===== src/rtl/instr_fetch_if.sv =====
// Instruction-memory request/response bus between the fetch stage and memory.
interface instr_fetch_if;
   logic        imem_req;
   logic [31:0] imem_addr;
   logic        imem_gnt;
   logic        imem_rvalid;
   logic [31:0] imem_rdata;

   modport master (output imem_req, imem_addr, input imem_gnt, imem_rvalid, imem_rdata);
   modport slave  (input imem_req, imem_addr, output imem_gnt, imem_rvalid, imem_rdata);
endinterface


===== src/rtl/instr_fetch.sv =====
// Instruction fetch: PC, in-order request issue, response buffer, redirect flush/drop.
// Optional IFETCH_MISALIGN_TRAP_EN adds if_fault for misaligned redirect targets.
module instr_fetch #(
   parameter logic [31:0] RESET_PC = 32'h0000_0000,
   parameter int          DEPTH    = 2
) (
   input  logic                clk,
   input  logic                rst_n,
   instr_fetch_if.master       imem,
   input  logic                redirect_valid,
   input  logic [31:0]         redirect_pc,
   output logic                if_valid,
   input  logic                if_ready,
   output logic [31:0]         if_instr,
   output logic [31:0]         if_pc
`ifdef IFETCH_MISALIGN_TRAP_EN
   ,
   output logic                if_fault
`endif
);
   localparam int AW = $clog2(DEPTH);
   localparam int CW = AW + 1;

   logic [31:0]   pc, tgt, rsp_pc, wr_pc, wr_instr;
   logic          run, halt, fault_pend, misal;
   logic [CW-1:0] outst, count;
   logic [AW-1:0] head, tail;
   logic [7:0]    drop;
   logic          grant, pop, live_resp, drop_resp, push;
   logic [31:0]   fifo_instr [DEPTH];
   logic [31:0]   fifo_pc    [DEPTH];

`ifdef IFETCH_MISALIGN_TRAP_EN
   logic          fifo_fault [DEPTH];
   assign misal = |redirect_pc[1:0];
   assign tgt   = redirect_pc;
`else
   assign misal = 1'b0;
   assign tgt   = redirect_pc & 32'hFFFF_FFFC;
`endif

   assign if_valid  = (count != '0);
   assign pop       = if_valid & if_ready;
   // Live outstanding + occupancy bounds issue, so every live response has a slot.
   assign imem.imem_req  = run & ~halt & ~fault_pend &
                           ((int'(outst) + int'(count) - int'(pop)) < DEPTH);
   assign imem.imem_addr = pc & 32'hFFFF_FFFC;
   assign grant     = imem.imem_req & imem.imem_gnt;
   assign live_resp = imem.imem_rvalid & (drop == 8'd0);
   assign drop_resp = imem.imem_rvalid & (drop != 8'd0);
   assign push      = ~redirect_valid & (live_resp | fault_pend);
   // Live requests are consecutive words ending just below pc; oldest is pc - 4*outst.
   assign rsp_pc    = pc - (32'(outst) << 2);
   assign wr_pc     = fault_pend ? pc : rsp_pc;
   assign wr_instr  = fault_pend ? 32'd0 : imem.imem_rdata;

   assign if_instr  = if_valid ? fifo_instr[head] : 32'd0;
   assign if_pc     = if_valid ? fifo_pc[head]    : 32'd0;
`ifdef IFETCH_MISALIGN_TRAP_EN
   assign if_fault  = if_valid & fifo_fault[head];
`endif

   always_ff @(posedge clk or negedge rst_n) begin
      if (!rst_n) begin
         pc         <= RESET_PC;
         run        <= 1'b0;
         halt       <= 1'b0;
         fault_pend <= 1'b0;
         outst      <= '0;
         count      <= '0;
         head       <= '0;
         tail       <= '0;
         drop       <= '0;
      end else begin
         run <= 1'b1;
         if (redirect_valid) begin
            // Everything still in flight, including this cycle's grant, becomes a drop.
            pc         <= tgt;
            outst      <= '0;
            count      <= '0;
            head       <= '0;
            tail       <= '0;
            drop       <= drop - 8'(drop_resp) + 8'(outst) + 8'(grant) - 8'(live_resp);
            halt       <= misal;
            fault_pend <= misal;
         end else begin
            if (grant) pc <= pc + 32'd4;
            outst      <= outst + CW'(grant) - CW'(live_resp);
            drop       <= drop - 8'(drop_resp);
            count      <= count + CW'(push) - CW'(pop);
            if (push) tail <= tail + AW'(1);
            if (pop)  head <= head + AW'(1);
            fault_pend <= 1'b0;
         end
      end
   end

   always_ff @(posedge clk) begin
      if (push) begin
         fifo_instr[tail] <= wr_instr;
         fifo_pc[tail]    <= wr_pc;
`ifdef IFETCH_MISALIGN_TRAP_EN
         fifo_fault[tail] <= fault_pend;
`endif
      end
   end
endmodule


===== src/flat_wrapper.sv =====
// flat-port wrapper written by rule: the top's interface ports become plain ports
module instr_fetch_flat 
#(
   parameter logic [31:0] RESET_PC = 32'h0000_0000,
   parameter int          DEPTH    = 2
)
  (clk, rst_n, redirect_valid, redirect_pc, if_valid, if_ready, if_instr, if_pc, imem_imem_req, imem_imem_addr, imem_imem_gnt, imem_imem_rvalid, imem_imem_rdata);
  instr_fetch_if imem_i ();
  input  logic clk;
  input  logic rst_n;
  input  logic redirect_valid;
  input  logic [31:0] redirect_pc;
  output logic if_valid;
  input  logic if_ready;
  output logic [31:0] if_instr;
  output logic [31:0] if_pc;
  output wire logic [$bits(imem_i.imem_req)-1:0] imem_imem_req;
  output wire logic [$bits(imem_i.imem_addr)-1:0] imem_imem_addr;
  input wire logic [$bits(imem_i.imem_gnt)-1:0] imem_imem_gnt;
  input wire logic [$bits(imem_i.imem_rvalid)-1:0] imem_imem_rvalid;
  input wire logic [$bits(imem_i.imem_rdata)-1:0] imem_imem_rdata;
  assign imem_imem_req = imem_i.imem_req;
  assign imem_imem_addr = imem_i.imem_addr;
  assign imem_i.imem_gnt = imem_imem_gnt;
  assign imem_i.imem_rvalid = imem_imem_rvalid;
  assign imem_i.imem_rdata = imem_imem_rdata;
  instr_fetch #(.RESET_PC(RESET_PC), .DEPTH(DEPTH)) u_core (.clk(clk), .rst_n(rst_n), .imem(imem_i), .redirect_valid(redirect_valid), .redirect_pc(redirect_pc), .if_valid(if_valid), .if_ready(if_ready), .if_instr(if_instr), .if_pc(if_pc));
endmodule

===== config.mk =====
export PLATFORM = sky130hd
export DESIGN_NAME = instr_fetch_flat
export DESIGN_NICKNAME = d
export VERILOG_FILES = /design/src/rtl/instr_fetch_if.sv /design/src/rtl/instr_fetch.sv /design/src/flat_wrapper.sv
export SDC_FILE = /design/constraint.sdc
export NUM_CORES = 1
export LEC_CHECK = 0
export CAP_MARGIN = 20
export CORE_UTILIZATION = 40
export DETAILED_ROUTE_END_ITERATION = 8
export PLACE_DENSITY = 0.76
export REMOVE_ABC_BUFFERS = 1
export SLEW_MARGIN = 20
export SYNTH_ARGS = -nofsm -noshare
export SYNTH_HDL_FRONTEND = slang
export SYNTH_SLANG_ARGS = --single-unit

===== constraint.sdc =====
create_clock -name clk -period 6.8 [get_ports clk]
set_input_delay 1.36 -clock clk [delete_from_list [all_inputs] [get_ports clk]]
set_output_delay 1.36 -clock clk [all_outputs]
set_load 0.1 [all_outputs]

==> results summary <==
The run finished with clean final reports. In the synthesized netlist the async set-or-reset flop fraction comes to 26.6%. Traced cell by cell, the critical path runs through clkdlybuf4s50_1 > o21ai_0 > nor2_1 > ha_1 > ha_1 > nand2_1 > o22ai_1 > buf_4 > and2_1 > buf_4. Entering global routing, the biggest net connects 67 pins.

The path class of the tightest hold or removal check is reg -> reg. The number of antenna violations at the first check in global routing came out at 0. In the synthesized netlist, the cells that appear most often are sky130_fd_sc_hd__edfxtp_1 (124), sky130_fd_sc_hd__nor2_1 (106), sky130_fd_sc_hd__mux2i_1 (67). The total wire length is 19,200 microns.

Buffers placed on the I/O ports in this run total 161. The mux share of post-synthesis cell area came out at 8.12%. The distinct cell type count of the synthesized netlist is 57. Summing the areas of all fa, ha and maj instances in the mapped netlist gives 3.94% of the synthesized area.

The number of flops mapped to enable cells by yosys came out at 124. The number of design rule violations left after detail routing is 0. The number of pins exceeding their max-slew limit in the final report came out at 0. The part of the Yosys area used for sequential elements is 57.8%. The post-detailed-route wirelength per cell is 16.8 microns. The highest attainable clock frequency came out at 200 MHz. The first global-routing pass estimated 30,200 microns of wire. The post-detailed-route via-to-cell ratio came out at 5.20.

The worst hold path depth is 2. The floorplan step set the die width to 147 microns. The TritonCTS clock tree is yes. Setup violations remaining at the end of the flow were counted as 0.

In this run the critical register-to-register path is launched from u_core.count[0]. The number of cells on the worst reg-to-reg path is 16. STA classifies the critical path endpoint as a primary output.

The share of the cycle needed by the critical path after routing came out at 73.6%. The insertion delay of the later-clocked pin in the worst-skew pair came out at 0.42 ns. The worst stage delay on the critical path is 0.44 ns. STA classifies the critical path startpoint as an input pin. The simple-gate area share of the yosys netlist is 15.2%. The first-pass detailed-route iteration total came out at 4. The overflow left after global routing came out at 0. Among all flip-flop cells after synthesis, the most frequent one is sky130_fd_sc_hd__edfxtp_1. Across all hold checks on the routed design, the worst slack comes to 0.595 ns.

Setup repair after global routing left no endpoint under its margin. Among all stages on the critical path, the largest delay is contributed by sky130_fd_sc_hd__clkdlybuf4s50_1. Summed over all cells, the static leakage comes to 3.79 nW.

The area of the multi-input gates is 0.00322 sq mm. The number of instances resized during post-cts repair is 0. The count of final hold-check violations is 0.

Sorting the synthesized cells by area gives the leading types as sky130_fd_sc_hd__edfxtp_1 (44%), sky130_fd_sc_hd__dfrtp_1 (13%), sky130_fd_sc_hd__mux2i_1 (8.0%). The clock-pin transition on the worst setup and hold timing paths is 0.07 ns. In this run the remaining antenna-violating nets after routing total 0.

The clock sink count is 169. The area fraction of the dominant cell type after synthesis came out at 44.4%. The via count of the first global-routing pass came out at 5,731.

The global placement routability congestion is 0.853. The complex-gate fraction of the synthesized area came out at 5.53%. The number of core rows is 52. The worst hold path begins at u_core.tail. The data required time at the worst endpoint is 5.44 ns. The effective utilization at floorplan came out at 41.1%. The final design utilization came out at 52.9%. Fill cells in the final layout number 1,765. The number of diodes added for antenna fixing came out at 0. The die is 147 microns tall.

The total CTS buffers came out at 17. By area, the combinational part of the netlist is dominated by simple AND/OR/NAND/NOR gates. The flip-flop and latch area came out at 0.00485 sq mm. Max-cap violations in this run came to 0. The maximum level of the CTS H-tree came out at 4. Relative to the synthesized area, the layout overhead comes to 28.7%. The global routing usage summed across all routing layers is 18.2%.

The flop and latch count out of synthesis came out at 169. Across all register-to-register paths, the minimum setup slack is 2.56 ns. The post-CTS setup repair buffer count is 0.

The DRC violation total after the first TritonRoute iteration came out at 342. The number of hold-repair buffers added at the cts stage is 0. The peak fanout along the critical path is 10. The power per cell area came out at 370 mW/mm^2. The relative max-transition margin is 30.6%. Across all layers, the routed design uses 5,938 vias.

Clock skew on the completed layout was measured at 0.0107 ns. The number of I/O pins is 168. The count of warnings emitted by yosys came out at 0. The final critical path time including I/O delays and setup is 5.01 ns. For hold timing, the worst endpoint is u_core.tail. The area inside the core boundary is 0.0204 sq mm. The detailed-placement wirelength estimate is 13,300 microns. The cell sitting at the root of the clock tree is a sky130_fd_sc_hd__clkbuf_16. The start-to-end type of the worst setup path is in -> out. The actual slew at the worst max-slew pin is 1.04 ns. Dividing the synthesized area by the synthesized cell count gives 11.7 sq um. Synthesis produced a netlist whose cell count is 715. The highest ir drop seen on vdd is 0.312 mV.

At the worst endpoint, the arrival time is 3.65 ns. After synthesis the cells add up to 0.00839 sq mm. The number of buffers between clock root and the deepest sink is 2. The post-route netlist has 6.87% of its cells at a drive strength greater than 1. Among all cell types in the netlist, the one instantiated most often is sky130_fd_sc_hd__edfxtp_1.

The synthesized netlist devotes 5.22% of its cell area to XOR and XNOR gates. The die area is 0.0216 sq mm. The worst register-to-register path ends at u_core.drop[7].

The largest total area in the synthesized netlist belongs to sky130_fd_sc_hd__edfxtp_1. For this run, the post-layout net count is 954.
[area by class of cell]
cell class / instances / share of cell area (%)
Inverter: 35 / 1.22
Tap cell: 270 / 3.13
Sequential cell: 169 / 44.9
Timing Repair Buffer: 169 / 15.6
Clock buffer: 17 / 3.94
Clock inverter: 15 / 1.45
Multi-Input combinational cell: 468 / 29.8
[per-layer routing]
layer  global-route usage [%]  share of wire [%]
met5                        0                  0
met2                     30.2                 49
met3                     3.98                6.3
met4                     5.16                1.2
met1                     23.9                 44
[power breakdown]
group	internal, W	total (W)	switching, W
logic	0.000552	0.00179	0.00124
clock network	0.000520	0.000951	0.000432
registers	0.00117	0.00126	0.0000863
[how the worst max path moves through the flow]
stage,depth (start not counted),slack (ns),start,end
2_1_floorplan,2,-0.002,imem_imem_rvalid,u_core.fifo_instr[0][0]
3_3_place_gp,16,1.79,if_ready,u_core.drop[7]
3_5_place_dp,16,1.65,if_ready,u_core.drop[7]
4_1_cts,10,1.81,if_ready,imem_imem_req
5_1_grt,10,1.70,if_ready,imem_imem_req
6_report,10,1.79,if_ready,imem_imem_req
[critical path, delay by kind of cell]
family | cells | cell delay, ns
AO/OA/AOI/OAI | 2 | 0.44
AND/OR/NAND/NOR | 3 | 0.36
buffers and inverters | 3 | 0.97
adder cells (fa/ha/maj) | 2 | 0.51
[cell families (layout without fill, tap and decap cells)]
logic type                 count (synthesis)  count (layout)
AOI/OAI and AO/OA                         69              69
and+or+nand+nor                          252             252
buffers and inverters                     81             236
other                                      2               5
muxes                                     68              68
xor gates and xnor gates                  50              50
DFF                                      169             169
adders and majority gates                 24              24
[stage by stage]
| stage | total power (W) | instance area [sq um] | setup TNS [ns] | instances | worst slack [ns] |
|---|---|---|---|---|---|
| 3_3_place_gp | 0.00303 | 10200 | 0 | 1110 | 1.79 |
| 3_5_place_dp | 0.00307 | 10200 | 0 | 1110 | 1.65 |
| 4_1_cts | 0.00402 | 10800 | 0 | 1142 | 1.81 |
| 2_1_floorplan | 0.00264 | 8190 | -0.0950 | 672 | -0.00153 |
| 6_report | 0.00400 | 10800 | 0 | 1143 | 1.79 |
| 5_1_grt | 0.00418 | 10800 | 0 | 1143 | 1.70 |
[flip-flops by register name (all words and copies together) (netlist names)]
register,cells
u_core.run,1
u_core.head,1
u_core.fifo_pc,60
u_core.tail,1
u_core.outst,2
u_core.pc,30
u_core.count,2
u_core.drop,8
u_core.fifo_instr,64
[placed cells by master, fill, tap and decap left out, types with 3 or more instances in the layout]
cell type	n
sky130_fd_sc_hd__nor2b_1	8
sky130_fd_sc_hd__a21oi_1	4
sky130_fd_sc_hd__inv_1	34
sky130_fd_sc_hd__buf_4	9
sky130_fd_sc_hd__nor3b_1	5
sky130_fd_sc_hd__inv_8	3
sky130_fd_sc_hd__o31ai_1	3
sky130_fd_sc_hd__xor2_1	24
sky130_fd_sc_hd__or3_1	10
sky130_fd_sc_hd__nor4_1	7
sky130_fd_sc_hd__a31o_2	3
sky130_fd_sc_hd__nand4_1	14
sky130_fd_sc_hd__a221o_1	6
sky130_fd_sc_hd__ha_1	20
sky130_fd_sc_hd__nor3_1	17
sky130_fd_sc_hd__o21a_1	4
sky130_fd_sc_hd__or4_1	8
sky130_fd_sc_hd__fa_1	4
sky130_fd_sc_hd__and3_1	3
sky130_fd_sc_hd__dfrtp_1	44
sky130_fd_sc_hd__nand2b_1	5
sky130_fd_sc_hd__a31oi_1	11
sky130_fd_sc_hd__or4_4	3
sky130_fd_sc_hd__conb_1	5
sky130_fd_sc_hd__clkbuf_16	17
sky130_fd_sc_hd__mux2i_1	67
sky130_fd_sc_hd__xnor2_1	26
sky130_fd_sc_hd__o21ai_0	25
sky130_fd_sc_hd__nor2_1	105
sky130_fd_sc_hd__inv_6	6
sky130_fd_sc_hd__edfxtp_1	124
sky130_fd_sc_hd__clkdlybuf4s50_1	158
sky130_fd_sc_hd__nand3_1	12
sky130_fd_sc_hd__and4_1	4
sky130_fd_sc_hd__nand2_1	34
Power figures use the tool's default switching activity.
